**config.mk**
```make
export PLATFORM = sky130hd
export DESIGN_NAME = vga_scan_ctrl
export DESIGN_NICKNAME = d
export VERILOG_FILES = /design/src/rtl/vga_pkg.sv /design/src/rtl/vga_sync_delay.sv /design/src/rtl/vga_scan_ctrl.sv
export SDC_FILE = /design/constraint.sdc
export NUM_CORES = 1
export LEC_CHECK = 0
export BUFFER_PORTS_ARGS = -buffer_cell sky130_fd_sc_hd__buf_2
export CAP_MARGIN = 20
export CELL_PAD_IN_SITES_DETAIL_PLACEMENT = 0
export CELL_PAD_IN_SITES_GLOBAL_PLACEMENT = 1
export CORE_ASPECT_RATIO = 0.6
export CORE_MARGIN = 3
export CORE_UTILIZATION = 41
export DETAILED_ROUTE_END_ITERATION = 10
export PLACE_DENSITY_LB_ADDON = 0.1
export SYNTH_ARGS = -nofsm -noshare
export SYNTH_HDL_FRONTEND = slang
export SYNTH_SLANG_ARGS = --single-unit
```
**constraint.sdc**
```tcl
create_clock -name clk -period 7.3 [get_ports clk]
set_input_delay 1.095 -clock clk [delete_from_list [all_inputs] [get_ports clk]]
set_output_delay 1.095 -clock clk [all_outputs]
set_load 0.02 [all_outputs]
```
**src/rtl/vga_pkg.sv**
```systemverilog
// Shared 640x480@60 timing constants and colour types for the VGA scan path.
package vga_pkg;

    localparam int unsigned H_VISIBLE = 640;
    localparam int unsigned H_FP      = 16;
    localparam int unsigned H_SYNC    = 96;
    localparam int unsigned H_BP      = 48;
    localparam int unsigned H_TOTAL   = H_VISIBLE + H_FP + H_SYNC + H_BP;

    localparam int unsigned V_VISIBLE = 480;
    localparam int unsigned V_FP      = 10;
    localparam int unsigned V_SYNC    = 2;
    localparam int unsigned V_BP      = 33;
    localparam int unsigned V_TOTAL   = V_VISIBLE + V_FP + V_SYNC + V_BP;

    localparam int unsigned CNT_W          = 11;
    localparam int unsigned MAX_PIPE_DELAY = 4;

    typedef logic [7:0] rgb332_t;

    typedef struct packed {
        logic [3:0] r;
        logic [3:0] g;
        logic [3:0] b;
    } rgb444_t;

    // Replicate the top bits so full-scale 3/2-bit values map to full-scale 4-bit.
    function automatic rgb444_t expand_rgb332(input rgb332_t c);
        rgb444_t o;
        o.r = {c[7:5], c[7]};
        o.g = {c[4:2], c[4]};
        o.b = {c[1:0], c[1:0]};
        return o;
    endfunction

endpackage

```
**src/rtl/vga_sync_delay.sv**
```systemverilog
// N-stage, W-bit shift register whose stages all load rst_val on reset.
module vga_sync_delay #(
    parameter int unsigned N = 2,
    parameter int unsigned W = 3
) (
    input  logic         clk,
    input  logic         reset,
    input  logic [W-1:0] rst_val,
    input  logic [W-1:0] din,
    output logic [W-1:0] dout
);

    generate
        if (N == 0) begin : g_bypass
            logic unused_bypass;
            assign unused_bypass = ^{clk, reset, rst_val};
            assign dout = din;
        end else begin : g_shift
            logic [N*W-1:0]     stage_q;
            logic [N*W-1:0]     stage_d;
            logic [(N+1)*W-1:0] chain;

            // Oldest stage sits at the top of the chain; din enters at the bottom.
            assign chain = {stage_q, din};
            assign dout  = chain[(N+1)*W-1 -: W];

            always_comb begin
                stage_d = chain[N*W-1:0];
            end

            always_ff @(posedge clk) begin
                if (reset) begin
                    stage_q <= {N{rst_val}};
                end else begin
                    stage_q <= stage_d;
                end
            end
        end
    endgenerate

endmodule

```
**src/rtl/vga_scan_ctrl.sv**
```systemverilog
// VGA scan generator: pixel counters, sync/blank decode delayed to match the
// drawer pipeline, RGB332 -> RGB444 output register and a start-of-frame pulse.
module vga_scan_ctrl
    import vga_pkg::*;
#(
    parameter int unsigned PIPE_DELAY  = 2,
    parameter logic        SYNC_ACTIVE = 1'b0,
    parameter int unsigned H_ACT   = H_VISIBLE,
    parameter int unsigned H_FRONT = H_FP,
    parameter int unsigned H_PULSE = H_SYNC,
    parameter int unsigned H_BACK  = H_BP,
    parameter int unsigned V_ACT   = V_VISIBLE,
    parameter int unsigned V_FRONT = V_FP,
    parameter int unsigned V_PULSE = V_SYNC,
    parameter int unsigned V_BACK  = V_BP
) (
    input  logic              clk,
    input  logic              reset,
    input  logic [7:0]        RGB_in,
    output logic [CNT_W-1:0]  pixelX,
    output logic [CNT_W-1:0]  pixelY,
    output logic              startOfFrame,
    output logic [3:0]        red,
    output logic [3:0]        green,
    output logic [3:0]        blue,
    output logic              hsync,
    output logic              vsync,
    output logic              blankN
);

    localparam int unsigned H_TOT = H_ACT + H_FRONT + H_PULSE + H_BACK;
    localparam int unsigned V_TOT = V_ACT + V_FRONT + V_PULSE + V_BACK;

    localparam logic [CNT_W-1:0] H_LAST    = CNT_W'(H_TOT - 1);
    localparam logic [CNT_W-1:0] V_LAST    = CNT_W'(V_TOT - 1);
    localparam logic [CNT_W-1:0] H_ACT_C   = CNT_W'(H_ACT);
    localparam logic [CNT_W-1:0] V_ACT_C   = CNT_W'(V_ACT);
    localparam logic [CNT_W-1:0] H_SYNC_LO = CNT_W'(H_ACT + H_FRONT);
    localparam logic [CNT_W-1:0] H_SYNC_HI = CNT_W'(H_ACT + H_FRONT + H_PULSE);
    localparam logic [CNT_W-1:0] V_SYNC_LO = CNT_W'(V_ACT + V_FRONT);
    localparam logic [CNT_W-1:0] V_SYNC_HI = CNT_W'(V_ACT + V_FRONT + V_PULSE);

    generate
        if (PIPE_DELAY > MAX_PIPE_DELAY) begin : g_bad_pipe_delay
            $error("vga_scan_ctrl: PIPE_DELAY must be within 0..4");
        end
    endgenerate

    logic [CNT_W-1:0] h_cnt_q, h_cnt_d;
    logic [CNT_W-1:0] v_cnt_q, v_cnt_d;
    logic             h_wrap;
    logic             sof_q, sof_d;

    always_comb begin
        h_wrap  = (h_cnt_q == H_LAST);
        h_cnt_d = h_wrap ? '0 : h_cnt_q + 1'b1;
        v_cnt_d = v_cnt_q;
        if (h_wrap) begin
            v_cnt_d = (v_cnt_q == V_LAST) ? '0 : v_cnt_q + 1'b1;
        end
        // Registered so the pulse coincides with the counters reading (0, V_ACT).
        sof_d = (h_cnt_d == '0) && (v_cnt_d == V_ACT_C);
    end

    always_ff @(posedge clk) begin
        if (reset) begin
            h_cnt_q <= '0;
            v_cnt_q <= '0;
            sof_q   <= 1'b0;
        end else begin
            h_cnt_q <= h_cnt_d;
            v_cnt_q <= v_cnt_d;
            sof_q   <= sof_d;
        end
    end

    logic       active_raw, hs_raw, vs_raw;
    logic [2:0] raw_bits, idle_bits, dly_bits;

    always_comb begin
        active_raw = (h_cnt_q < H_ACT_C) && (v_cnt_q < V_ACT_C);
        hs_raw     = ((h_cnt_q >= H_SYNC_LO) && (h_cnt_q < H_SYNC_HI)) ? SYNC_ACTIVE : ~SYNC_ACTIVE;
        vs_raw     = ((v_cnt_q >= V_SYNC_LO) && (v_cnt_q < V_SYNC_HI)) ? SYNC_ACTIVE : ~SYNC_ACTIVE;
        raw_bits   = {active_raw, hs_raw, vs_raw};
        idle_bits  = {1'b0, ~SYNC_ACTIVE, ~SYNC_ACTIVE};
    end

    vga_sync_delay #(
        .N (PIPE_DELAY),
        .W (3)
    ) u_sync_delay (
        .clk     (clk),
        .reset   (reset),
        .rst_val (idle_bits),
        .din     (raw_bits),
        .dout    (dly_bits)
    );

    rgb444_t rgb_q, rgb_d;
    logic    blank_n_q, blank_n_d;
    logic    hsync_q, hsync_d;
    logic    vsync_q, vsync_d;

    // Output register: RGB_in arrives here in step with the delayed sync bits.
    always_comb begin
        blank_n_d = dly_bits[2];
        hsync_d   = dly_bits[1];
        vsync_d   = dly_bits[0];
        rgb_d     = dly_bits[2] ? expand_rgb332(RGB_in) : '0;
    end

    always_ff @(posedge clk) begin
        if (reset) begin
            rgb_q     <= '0;
            blank_n_q <= 1'b0;
            hsync_q   <= ~SYNC_ACTIVE;
            vsync_q   <= ~SYNC_ACTIVE;
        end else begin
            rgb_q     <= rgb_d;
            blank_n_q <= blank_n_d;
            hsync_q   <= hsync_d;
            vsync_q   <= vsync_d;
        end
    end

    assign pixelX       = h_cnt_q;
    assign pixelY       = v_cnt_q;
    assign startOfFrame = sof_q;
    assign red          = rgb_q.r;
    assign green        = rgb_q.g;
    assign blue         = rgb_q.b;
    assign hsync        = hsync_q;
    assign vsync        = vsync_q;
    assign blankN       = blank_n_q;

endmodule

```
==> impl_metrics.xml <==
<?xml version="1.0" encoding="UTF-8"?>
<metrics>
  <group name="outcome">
    <metric name="status" unit="">completed</metric>
  </group>
  <group name="hold_path">
    <metric name="hold_class" unit="">flop to flop</metric>
    <metric name="worst_hold_endpoint" unit="">vsync</metric>
    <metric name="worstHoldStart" unit="">u_sync_delay.g_shift.stage_q[3]</metric>
    <metric name="hold_path_depth" unit="">1</metric>
  </group>
  <group name="logic_synthesis">
    <metric name="postSynthNetCount" unit="">228</metric>
    <metric name="dominantRegCellSynth" unit="">dfxtp_1</metric>
    <metric name="synth_cell_types" unit="">41</metric>
    <metric name="synth_edf_count" unit="">0</metric>
    <metric name="synthesis.instances" unit="">215</metric>
    <metric name="synth_compound_area_share" unit="%">9.767</metric>
    <metric name="post_synth_xor_area_fraction" unit="%">6.977</metric>
    <metric name="mappedNetlistArea" unit="um^2">1883</metric>
    <metric name="yosys.area_share.adder" unit="%">1.993</metric>
    <metric name="synth.ff_latch_count" unit="">40</metric>
    <metric name="muxShareOfSynthArea" unit="%">0</metric>
    <metric name="synth_simple_gate_area_share" unit="%">32.23</metric>
    <metric name="ys_seq_area_share" unit="%">42.52</metric>
    <metric name="synth.avg_cell_area" unit="um^2">8.758</metric>
    <metric name="synth_top_family_by_area" unit="">simple AND/OR/NAND/NOR gates</metric>
    <metric name="synthArstFlopShare" unit="%">0</metric>
    <metric name="synth_warnings" unit="">0</metric>
  </group>
  <group name="timing">
    <metric name="worst_slew_pin_slew" unit="ps">544.1</metric>
    <metric name="grt_setup_unrepaired" unit="">no</metric>
    <metric name="finalCritPeriodShare" unit="%">34.93</metric>
    <metric name="max_freq" unit="MHz">392.2</metric>
    <metric name="hold_viol" unit="">0</metric>
    <metric name="period_needed" unit="ps">2550</metric>
    <metric name="final_max_slew_viol_count" unit="">0</metric>
    <metric name="final.setup.tns" unit="ps">0</metric>
    <metric name="final-setup-viol-count" unit="">0</metric>
    <metric name="slew_headroom" unit="%">63.73</metric>
    <metric name="worst_clock_skew" unit="ps">5.305</metric>
    <metric name="final.hold.worst_slack" unit="ps">411.9</metric>
  </group>
  <group name="clocking">
    <metric name="cts.htree.levels" unit="">2</metric>
    <metric name="cts-resized-gates" unit="">0</metric>
    <metric name="clkSinkCount" unit="">40</metric>
    <metric name="cts.hold.buffers_added" unit="">0</metric>
    <metric name="worst_setup_hold_path_clk_slew" unit="ps">80</metric>
    <metric name="post-cts-setup-buffers" unit="">0</metric>
    <metric name="cts.path.max_buffers" unit="">2</metric>
    <metric name="clk-insertion-delay-late" unit="ps">300</metric>
    <metric name="numCtsBuffers" unit="">5</metric>
    <metric name="cts_root_buf" unit="">clkbuf_8</metric>
    <metric name="tritoncts" unit="">yes</metric>
  </group>
  <group name="setup_path">
    <metric name="critical_path.endpoint_type" unit="">flop</metric>
    <metric name="start_to_end_type_of_the_worst_setup_path" unit="">flop to flop</metric>
    <metric name="critical_path.startpoint_type" unit="">flop</metric>
    <metric name="cp_data_required_time" unit="ps">7500</metric>
    <metric name="cp_data_arrival_time" unit="ps">2750</metric>
    <metric name="critical_path_peak_fanout" unit="">16</metric>
    <metric name="ff2ff_path_depth" unit="">6</metric>
    <metric name="setup.reg_to_reg.worst_slack" unit="ps">4750</metric>
    <metric name="timing.rr.start" unit="">pixelX[4]</metric>
    <metric name="r2r_end" unit="">startOfFrame</metric>
  </group>
  <group name="run">
    <metric name="timing.max_cap.violations" unit="">0</metric>
  </group>
  <group name="route">
    <metric name="dr.first_iter.drc_count" unit="">131</metric>
    <metric name="wire_length_per_cell_after_detailed_routing" unit="um">14.38</metric>
    <metric name="totalWireLength" unit="um">4486</metric>
    <metric name="vias" unit="">1588</metric>
    <metric name="vias_per_cell" unit="">5.090</metric>
    <metric name="detail_route.first_pass.iterations" unit="">4</metric>
    <metric name="drc" unit="">0</metric>
    <metric name="detail-route-antenna-nets" unit="">0</metric>
  </group>
  <group name="floorplan">
    <metric name="boundaryPins" unit="">48</metric>
    <metric name="die-height" unit="um">58.50</metric>
    <metric name="floorplan.rows" unit="">18</metric>
    <metric name="fp.dieArea" unit="um^2">5469</metric>
    <metric name="die_w" unit="um">93.49</metric>
    <metric name="placeable_core_region" unit="um^2">4257</metric>
    <metric name="floorplan.initialDensity" unit="%">44.24</metric>
  </group>
  <group name="power_and_ir_drop">
    <metric name="power.ir.vdd_worst" unit="V">0.00007375</metric>
    <metric name="p_leak" unit="nW">0.9099</metric>
    <metric name="power.density" unit="nW/um^2">198.4</metric>
  </group>
  <group name="finish">
    <metric name="instances_no_fill" unit="">312</metric>
    <metric name="ratio_of_cells_with_drive_above_1_in_the_final_layout" unit="%">26.98</metric>
    <metric name="n_fill_cell" unit="">412</metric>
    <metric name="final_nets" unit="">264</metric>
    <metric name="area_delta_synth_final" unit="%">17.01</metric>
    <metric name="n_antenna_cell" unit="">0</metric>
  </group>
  <group name="placed_design">
    <metric name="finalWeightedCongestion" unit="">0.7870</metric>
    <metric name="io_buffers" unit="">47</metric>
    <metric name="dp_hpwl" unit="um">3215</metric>
    <metric name="place.detailed.instances" unit="">304</metric>
  </group>
  <group name="global_routing">
    <metric name="number_of_antenna_violations_at_the_first_check_in_global_routing" unit="">0</metric>
    <metric name="grt_start_max_net_pins" unit="">31</metric>
    <metric name="grt_remaining_overflow" unit="">0</metric>
    <metric name="grt_use_total" unit="%">17.34</metric>
    <metric name="grt_pass1_wl" unit="um">7286</metric>
    <metric name="first_global_vias" unit="">1401</metric>
  </group>
</metrics>
-- through the flow --
| stage | total power, W | utilization (%) | area (um^2) | worst slack, ps |
|---|---|---|---|---|
| finish | 0.0004370 | 51.76 | 2203 | 4750 |
| detailed placement | 0.0002501 | 48.91 | 2082 | 4502 |
| global route | 0.0004539 | 51.76 | 2203 | 4556 |
| global placement | 0.0002502 | 48.91 | 2082 | 4535 |
| floorplan | 0.0002428 | - | 1883 | 4853 |
| CTS | 0.0004425 | 51.76 | 2203 | 4742 |
-- worst max path at each step --
stage,startpoint,endpoint,slack [ps],depth (start not counted)
finish,pixelX[4],startOfFrame,4750,6
global route,pixelX[4],startOfFrame,4560,6
CTS,pixelX[4],startOfFrame,4740,6
detailed placement,reset,startOfFrame,4500,7
global placement,reset,startOfFrame,4530,7
floorplan,pixelX[0],startOfFrame,4850,8
-- sequential cells by signal (all words and copies together) (netlist names), 2 cells and up --
name	count
pixelX	11
pixelY	11
u_sync_delay.g_shift.stage_q	6
green	3
red	3
blue	2
-- report_power, final --
part / total (W) / internal [W] / switching (W)
clock: 0.000192 / 0.000112 / 0.0000804
combinational: 0.0000195 / 0.00000746 / 0.0000120
sequential: 0.000225 / 0.000222 / 0.00000344
-- cell type report --
type                       instances  area [um^2]  share of cell area (%)
clock buffer                       6        82.58                   3.748
multi-input combinational        154        959.7                   43.55
inverter                           3        11.26                  0.5111
clock inverter                     2        38.79                   1.760
timing repair buffer              47        235.2                   10.68
sequential                        40        800.8                   36.34
tap                               60        75.07                   3.407
-- per-layer routing --
metal	up-vias	share of wire, %	global-route usage (%)
li1	812	-	-
met2	54	36	22.46
met3	4	8.9	4.598
met5	-	0	0
met1	718	54	27.60
met4	0	0.76	4.384
-- worst max-delay path: stages, from the launching register on --
cell,delay (ps)
dfxtp_1,560
nor4b_4,350
and3_2,450
o21ai_0,150
o311a_1,140
or4b_1,510
nor4_1,280
-- cell usage in the layout (no fill, tap or decap), types with 2 or more instances in the layout --
| master | netlist | layout |
|---|---|---|
| nor2_1 | 23 | 23 |
| nand2_1 | 13 | 13 |
| a21oi_1 | 12 | 12 |
| nor3_1 | 11 | 11 |
| and3_2 | 2 | 2 |
| and3b_2 | 2 | 2 |
| nand4_1 | 6 | 6 |
| clkbuf_8 | 1 | 6 |
| and3_1 | 3 | 3 |
| or4_1 | 2 | 2 |
| nor4_1 | 3 | 3 |
| and2_1 | 10 | 10 |
| nand3_1 | 7 | 7 |
| dfxtp_1 | 40 | 40 |
| a21boi_0 | 2 | 2 |
| xnor2_1 | 8 | 8 |
| or2_2 | 4 | 4 |
| buf_2 | 0 | 47 |
| or3_1 | 4 | 4 |
| o21ai_0 | 11 | 11 |
| ha_1 | 3 | 3 |
| nor2b_1 | 4 | 4 |
| xor2_1 | 7 | 7 |
| inv_1 | 3 | 3 |
| and4_1 | 3 | 3 |
-- Yosys cell counts, types with 4 or more instances --
| cell | count | share of area (%) |
|---|---|---|
| xnor2_1 | 8 | 3.7 |
| a21oi_1 | 12 | 3.2 |
| nand2_1 | 13 | 2.6 |
| nor3_1 | 11 | 2.9 |
| clkbuf_1 | 10 | 2.0 |
| nor2_1 | 23 | 4.6 |
| and2_1 | 10 | 3.3 |
| or2_2 | 4 | 1.3 |
| nor2b_1 | 4 | 1.3 |
| nand3_1 | 7 | 1.9 |
| nand4_1 | 6 | 2.0 |
| dfxtp_1 | 40 | 43 |
| o21ai_0 | 11 | 2.9 |
| xor2_1 | 7 | 3.3 |
| buf_4 | 5 | 2.0 |
| or3_1 | 4 | 1.3 |
-- cell families after synthesis --
kind of cell,after synthesis
DFF,40
xor gates and xnor gates,15
and+or+nand+nor,105
adders and majority gates,3
buffers and inverters,21
AOI/OAI and AO/OA,31
No activity file was read; power rests on OpenSTA's default activity.
